### config.mk
export PLATFORM = sky130hd
export DESIGN_NAME = fp_round_unit
export DESIGN_NICKNAME = d
export VERILOG_FILES = /design/src/rtl/fp_round_unit.sv
export SDC_FILE = /design/constraint.sdc
export NUM_CORES = 1
export LEC_CHECK = 0
export ABC_AREA = 1
export CELL_PAD_IN_SITES_DETAIL_PLACEMENT = 0
export CELL_PAD_IN_SITES_GLOBAL_PLACEMENT = 1
export CORE_ASPECT_RATIO = 0.8
export CORE_MARGIN = 5
export CORE_UTILIZATION = 40
export DETAILED_ROUTE_END_ITERATION = 16
export GPL_TIMING_DRIVEN = 0
export MAX_ROUTING_LAYER = met4
export PLACE_DENSITY = 0.81
export SYNTH_ARGS = -nofsm -noshare
export SYNTH_HDL_FRONTEND = slang
export SYNTH_SLANG_ARGS = --single-unit
### constraint.sdc
create_clock -name clk_i -period 4.7 [get_ports clk_i]
set_input_delay 0.705 -clock clk_i [delete_from_list [all_inputs] [get_ports clk_i]]
set_output_delay 0.705 -clock clk_i [all_outputs]
set_load 0.02 [all_outputs]
### src/rtl/fp_round_unit.sv
// fp_round_unit: rounds an unrounded single-precision value (with guard/round/sticky) per RISC-V rm.
// Optional `FP_FLUSH_SUBNORMAL_EN: subnormal rounded results are flushed to signed zero.
module fp_round_unit (
    input  logic        clk_i,
    input  logic        rst_i,
    input  logic        clk_en_i,
    input  logic        valid_i,
    input  logic [31:0] to_round_i,
    input  logic [2:0]  grs_i,
    input  logic [2:0]  rm_i,
    input  logic        invalid_i,
    input  logic        overflow_i,
    input  logic        underflow_i,
    output logic [31:0] result_o,
    output logic [4:0]  fflags_o,
    output logic        valid_o,
    output logic        fu_state_o
);
    localparam logic       FU_FREE = 1'b0;
    localparam logic       FU_BUSY = 1'b1;
    localparam logic [2:0] RM_RNE  = 3'b000;
    localparam logic [2:0] RM_RTZ  = 3'b001;
    localparam logic [2:0] RM_RDN  = 3'b010;
    localparam logic [2:0] RM_RUP  = 3'b011;
    localparam logic [2:0] RM_RMM  = 3'b100;

    typedef enum logic [1:0] {S_IDLE, S_ROUND, S_ADJUST, S_VALID} state_e;

    state_e      r_state;
    logic [31:0] r_x;
    logic [2:0]  r_grs;
    logic [2:0]  r_rm;
    logic        r_inv;
    logic        r_ovf;
    logic        r_unf;
    logic [23:0] r_sum;
    logic [31:0] r_result;
    logic [4:0]  r_fflags;
    logic        r_valid;

    logic        w_sign;
    logic [7:0]  w_exp;
    logic        w_inexact;
    logic        w_illegal_rm;
    logic        w_inc;
    logic        w_carry;
    logic [7:0]  w_exp_adj;
    logic [22:0] w_man_adj;
    logic [31:0] w_res;
    logic        w_nv;
    logic        w_of;
    logic        w_uf;
    logic        w_nx;

    assign w_sign       = r_x[31];
    assign w_exp        = r_x[30:23];
    assign w_inexact    = |r_grs;
    assign w_illegal_rm = (r_rm > RM_RMM);

    always_comb begin
        w_inc = 1'b0;
        case (r_rm)
            RM_RNE:  w_inc = r_grs[2] & (r_grs[1] | r_grs[0] | r_x[0]);
            RM_RTZ:  w_inc = 1'b0;
            RM_RDN:  w_inc = w_inexact & w_sign;
            RM_RUP:  w_inc = w_inexact & ~w_sign;
            RM_RMM:  w_inc = r_grs[2];
            default: w_inc = 1'b0;
        endcase
    end

    // A carry out of the 23-bit mantissa leaves the low bits zero, so only the exponent moves.
    assign w_carry   = r_sum[23];
    assign w_exp_adj = w_exp + {7'd0, w_carry};
    assign w_man_adj = r_sum[22:0];

    always_comb begin
        w_res = {w_sign, w_exp_adj, w_man_adj};
        w_nv  = 1'b0;
        w_of  = 1'b0;
        w_uf  = 1'b0;
        w_nx  = w_inexact | r_ovf;
        if (w_illegal_rm) begin
            w_res = 32'h7FC0_0000;
            w_nv  = 1'b1;
            w_nx  = 1'b0;
        end else if (w_exp == 8'hFF) begin
            w_res = r_x;
            w_nx  = 1'b0;
        end else if (w_exp_adj == 8'hFF) begin
            w_of = 1'b1;
            w_nx = 1'b1;
            case (r_rm)
                RM_RTZ:  w_res = {w_sign, 31'h7F7F_FFFF};
                RM_RDN:  w_res = w_sign ? 32'hFF80_0000 : 32'h7F7F_FFFF;
                RM_RUP:  w_res = w_sign ? 32'hFF7F_FFFF : 32'h7F80_0000;
                default: w_res = {w_sign, 31'h7F80_0000};
            endcase
        end else begin
            w_uf = (w_exp_adj == 8'h00) & w_inexact;
`ifdef FP_FLUSH_SUBNORMAL_EN
            if ((w_exp_adj == 8'h00) && (w_man_adj != 23'd0)) begin
                w_res = {w_sign, 31'd0};
                w_uf  = 1'b1;
                w_nx  = 1'b1;
            end
`endif
        end
    end

    always_ff @(posedge clk_i) begin
        if (rst_i) begin
            r_state  <= S_IDLE;
            r_x      <= 32'd0;
            r_grs    <= 3'd0;
            r_rm     <= 3'd0;
            r_inv    <= 1'b0;
            r_ovf    <= 1'b0;
            r_unf    <= 1'b0;
            r_sum    <= 24'd0;
            r_result <= 32'd0;
            r_fflags <= 5'd0;
            r_valid  <= 1'b0;
        end else if (clk_en_i) begin
            case (r_state)
                S_IDLE: begin
                    r_valid <= 1'b0;
                    if (valid_i) begin
                        r_x     <= to_round_i;
                        r_grs   <= grs_i;
                        r_rm    <= rm_i;
                        r_inv   <= invalid_i;
                        r_ovf   <= overflow_i;
                        r_unf   <= underflow_i;
                        r_state <= S_ROUND;
                    end
                end
                S_ROUND: begin
                    r_sum   <= {1'b0, r_x[22:0]} + {23'd0, w_inc};
                    r_state <= S_ADJUST;
                end
                S_ADJUST: begin
                    r_result <= w_res;
                    r_fflags <= {r_inv | w_nv, 1'b0, r_ovf | w_of, r_unf | w_uf, w_nx};
                    r_state  <= S_VALID;
                end
                default: begin
                    r_valid <= 1'b1;
                    r_state <= S_IDLE;
                end
            endcase
        end
    end

    assign result_o   = r_result;
    assign fflags_o   = r_fflags;
    assign valid_o    = r_valid & clk_en_i;
    assign fu_state_o = (r_state == S_IDLE) ? FU_FREE : FU_BUSY;
endmodule

Yosys cells after proc, flatten, opt, wreduce, memory -nomap -nowiden
Cells that the tools add are included. W data, S select, Z words.

Register bits after elaboration: 104. Latch bits: 0. Memory bits (writable): 0. Bits in read-only memories: 0. Bits of input ports: 45. Output and inout bits: 39. Logic and storage cells: 67. Memories: 0.

Add/sub/neg operators: 2. Multipliers: 0. Divide/modulo/power cells: 0. $lt $le $gt $ge: 1. Equality and inequality tests: 9. Shift operators: 0. Mux-type cells: 21. Bitwise logic cells: 13. Reduce and logical (&&, ||, !) cells: 10.

Operator list (count): $mux W32 (5); $pmux W32 S3 (1); $add A23 B1 Y24 (1); $eq A8 B8 Y1 const B (2); $mux W1 (11); $add A8 B1 Y8 (1); $logic_not A8 Y1 (1); $reduce_and A2 Y1 (4); $eq A3 B2 Y1 const B (2); $or A1 B1 Y1 (6); $pmux W2 S3 (1); $and A1 B1 Y1 (5); $pmux W1 S4 (1); $eq A3 B1 Y1 const B (1); $eq A3 B3 Y1 const B (1); $gt A3 B3 Y1 const B (1); $logic_not A3 Y1 (1); $reduce_and A3 Y1 (1); $reduce_or A3 Y1 (1); $eq A2 B1 Y1 const B (1); $eq A2 B2 Y1 const B (1); $logic_not A2 Y1 (1); $mux W2 (1); $ne A2 B2 Y1 const B (1); 3 further kinds (4).

Depth between registers and ports, before layout
Word-level depth: 7. Depth in mapped cells: 17. Mapped depth without buffers: 17.

Worst setup path before layout
Ideal clock, no wire load.

Path type: register to register. Start: reg r_rm[0]. End: reg r_sum[16]. Library setup time: 113 ps. Arrival: 2330 ps. Slack: 2257 ps. Cell stages (with the launch flop): 17. Period minus slack after synthesis: 2443 ps. Path through: dfxtp_1 -> inv_1 -> nor3_1 -> ha_1 -> nand2_1 -> o32ai_1 -> ha_1 -> ha_1 -> nand2_1 -> nor3_4 -> nand3_2 -> nor2_1 -> nand2_1 -> o21ai_1 -> nand2_1 -> o21ai_1 -> inv_1.

Word-level cells in the longest chain between the ends: 3. Elaborated cells on any way between the ends: 6. Those cells by class: 1 x add/sub; 3 x eq/ne; 1 x mux; 1 x reduce/logical.

RTL lines: start, declared (RTL line 32) `logic [2:0] r_rm;`; start signal, assigned (RTL line 131) `r_rm <= rm_i;`; $eq A3 B3 Y1 (tied with other cells) (RTL line 62) `case (r_rm)`; $pmux W1 S4 * (RTL line 62); $add A23 B1 Y24 * (RTL line 139) `r_sum <= {1'b0, r_x[22:0]} + {23'd0, w_inc};`; end signal, assigned (RTL line 139); end, declared (RTL line 36) `logic [23:0] r_sum;`.

Mark *: on every way between the ends. The rest lies on a longest branch, timed or not. A chain may end at the register's enable or synchronous reset.

Worst setup path after layout
Start: reg r_rm[2]. End: reg r_sum[14].

Same word-level chain as after synthesis.

==> impl_metrics.json <==
{
  "outcome": "complete, no violations",
  "dpl.cell_count": 1011,
  "hpwl_um": 12600,
  "synthesis.nets": 808,
  "fin_crit_ns": 3.05,
  "r2r_end": "r_sum[14]",
  "endpoint_kind": "flip-flop",
  "antenna_found_initial": 0,
  "die_x_um": 138,
  "crit_fanout": 5,
  "worstSetupStartpointType": "flip-flop",
  "synth_flop_cell": "dfxtp_1",
  "clkPwrFrac_pct": 37.7,
  "yosys_register_bits": 104,
  "cp-endpoint": "r_sum[14]",
  "hold_viol_final": 0,
  "netlist_area_mm2": 0.00523,
  "area.sequential_mm2": 0.00208,
  "grt_max_degree": 18,
  "max_freq_mhz": 328,
  "synth_edf_count": 0,
  "cts_root_buffer": "clkbuf_16",
  "total_power_mw": 2.07,
  "ctsHtreeMaxLevel": 3,
  "grt_pass1_vias": 4754,
  "initial_utilization_pct": 40.8,
  "multi_input_area_mm2": 0.00258,
  "cts_tree": "built",
  "num-fill-cells": 1332,
  "r2r_start": "r_rm[2]",
  "rrSetupSlack_ns": 1.65,
  "whs_ns": 0.453,
  "maxCapViolCount": 0,
  "fp.dieArea_mm2": 0.0155,
  "gp_congestion": 0.928,
  "crit_arrival_ns": 3.29,
  "cts.path.max_buffers": 2,
  "fin_util_pct": 51.2,
  "insertion_delay_ns": 0.34,
  "comb_power_share_pct": 14.8,
  "routed_wl_um": 16000,
  "ys_types": 34,
  "ys_seq_area_share_pct": 39.8,
  "fin_worst_skew_ns": 0.00785,
  "via_per_inst": 5.01,
  "drtAntennaViolNets": 0,
  "required_ns": 4.94,
  "synthArstFlopShare_pct": 0,
  "drive_gt1_share_pct": 7.04,
  "setup_viol": 0,
  "area_growth_pct": 25.6,
  "port-buffer-count": 81,
  "yosys_warnings": 0,
  "path_class": "flip-flop to flip-flop",
  "avgSynthCellArea_um2": 6.93,
  "n_antenna_cell": 0,
  "grt_overflow": 0,
  "rows": 37,
  "power_density_mw_per_mm2": 315,
  "power_frac_seq_pct": 47.5,
  "routedWlPerCell_um": 15.6,
  "rr_worst_depth": 15,
  "relSlewSlack_pct": 52.4,
  "track_usage_pct": 21.6,
  "ctsResizeCount": 0,
  "clkSinkCount": 104,
  "p_leak_nw": 2.76,
  "swShare_pct": 28.1,
  "crit_start": "r_rm[2]",
  "drv_slew": 0,
  "num_vias": 5142,
  "ioPinCount": 84,
  "cts_made_buffers": 9,
  "grt_pass1_wl_um": 25400,
  "path_clk_slew_ns": 0.07,
  "p_int_mw": 1.49,
  "ir_worst_vdd_uv": 232,
  "power.net_switching_mw": 0.581,
  "nets": 900,
  "setup_tns_ns": 0,
  "hold_class": "flip-flop to flip-flop",
  "post-cts-setup-buffers": 0,
  "worst_slew_pin_slew_ns": 0.713,
  "synth_cells": 755,
  "cts_hold_buf": 0,
  "first_pass_iters": 5,
  "core_area_mm2": 0.0128,
  "drc_errors": 0,
  "rsz0062_at_grt": "no",
  "stdcell_count": 1027,
  "die_y_um": 112,
  "drt_iter0_markers": 486,
  "fin_crit_sh_pct": 64.8
}
==> final cells by class <==
cell class,count,area share [%]
multi-input cells,508,39.3
flip-flops and latches,104,31.7
repair buffers,81,12.3
inverters,106,6.05
clock buffers,11,3.69
well taps,175,3.33
plain buffers,37,2.57
clock inverters,5,0.990
==> power groups by stage <==
| stage | Clock (mW) | Combinational (mW) | Sequential [mW] |
|---|---|---|---|
| finish | 0.781 | 0.306 | 0.983 |
| global route | 0.838 | 0.343 | 0.991 |
| CTS | 0.798 | 0.306 | 0.982 |
| detailed placement | 0 | 0.304 | 1.00 |
| global placement | 0 | 0.301 | 1.00 |
| floorplan | 0 | 0.177 | 0.999 |
==> critical path: stages (launching register included) <==
cell	delay, ns
dfxtp_1	0.40
nor3_1	0.09
ha_1	0.27
nand2_1	0.05
o32ai_1	0.15
ha_1	0.33
ha_1	0.29
nand2_1	0.14
nor3_4	0.26
nand3_2	0.17
nor2_1	0.20
nand2_1	0.11
nand2_1	0.07
nand3_1	0.18
o211ai_1	0.17
inv_1	0.05
==> registers in the layout, indices dropped and copies added, names as in the netlist <==
signal and cells:
r_x 32, result_o 32, r_sum 24, fflags_o 4, r_grs 3, r_rm 3
r_state 2, r_inv 1, r_ovf 1, r_unf 1, r_valid 1
==> worst min path at each step <==
stage,end,start,cells after the start,slack [ns]
after floorplan,r_inv,r_inv,2,0.42
final,r_inv,r_inv,2,0.45
after CTS,r_inv,r_inv,2,0.45
after detailed placement,r_inv,r_inv,2,0.44
after global routing,r_grs[1],r_grs[1],2,0.47
after global placement,r_grs[0],r_grs[0],2,0.44
==> cell usage in the layout (no fill, tap or decap), drive strengths merged, types with 2 or more instances in the layout <==
cell type	n
ha	8
nand3	61
nand4	9
a31oi	4
buf	8
clkbuf	40
nand2	152
clkdlybuf4s50	81
nor4	3
nor2	59
o211ai	8
inv	107
o221ai	3
nor3	17
dfxtp	104
a21oi	76
o21ai	95
xor2	8
clkinvlp	2
==> routing by layer <==
| layer | part of all wire (%) | vias up | track usage (%) |
|---|---|---|---|
| met5 | 0 | - | - |
| met4 | 0.76 | 0 | 3.16 |
| met3 | 7.2 | 10 | 4.12 |
| met2 | 39 | 167 | 29.1 |
| met1 | 53 | 2313 | 33.7 |
| li1 | - | 2652 | - |
==> through the flow <==
stage	area (µm²)	worst slack, ns
after floorplan	5230	2.26
after detailed placement	6260	1.65
after global placement	6260	1.67
after global routing	6570	1.34
after CTS	6570	1.64
final	6570	1.65
==> cells in the mapped netlist (all sizes together) (8+ instances only) <==
cell type	count	share of area [%]
o211ai	8	1.1
clkbuf	29	2.1
nand4	9	1.1
dfxtp	104	40
xor2	8	1.3
o21ai	95	9.1
nor2	59	4.8
a21oi	76	8.1
inv	106	7.6
nand3	61	6.8
buf	8	1.1
nor3	17	1.9
nand2	152	11
ha	8	1.9
==> logic make-up (layout without fill, tap and decap cells) <==
family                   Yosys count  after routing  synth area share [%]
other                              1              1                0.0717
AO/OA/AOI/OAI                    189            189                  19.8
flip-flops                       104            104                  39.8
adder cells (fa/ha/maj)            8              8                  1.91
AND/OR/NAND/NOR                  301            301                  26.1
buffers and inverters            143            240                  10.8
XOR/XNOR                           9              9                  1.51
No activity file was read; power rests on OpenSTA's default activity.
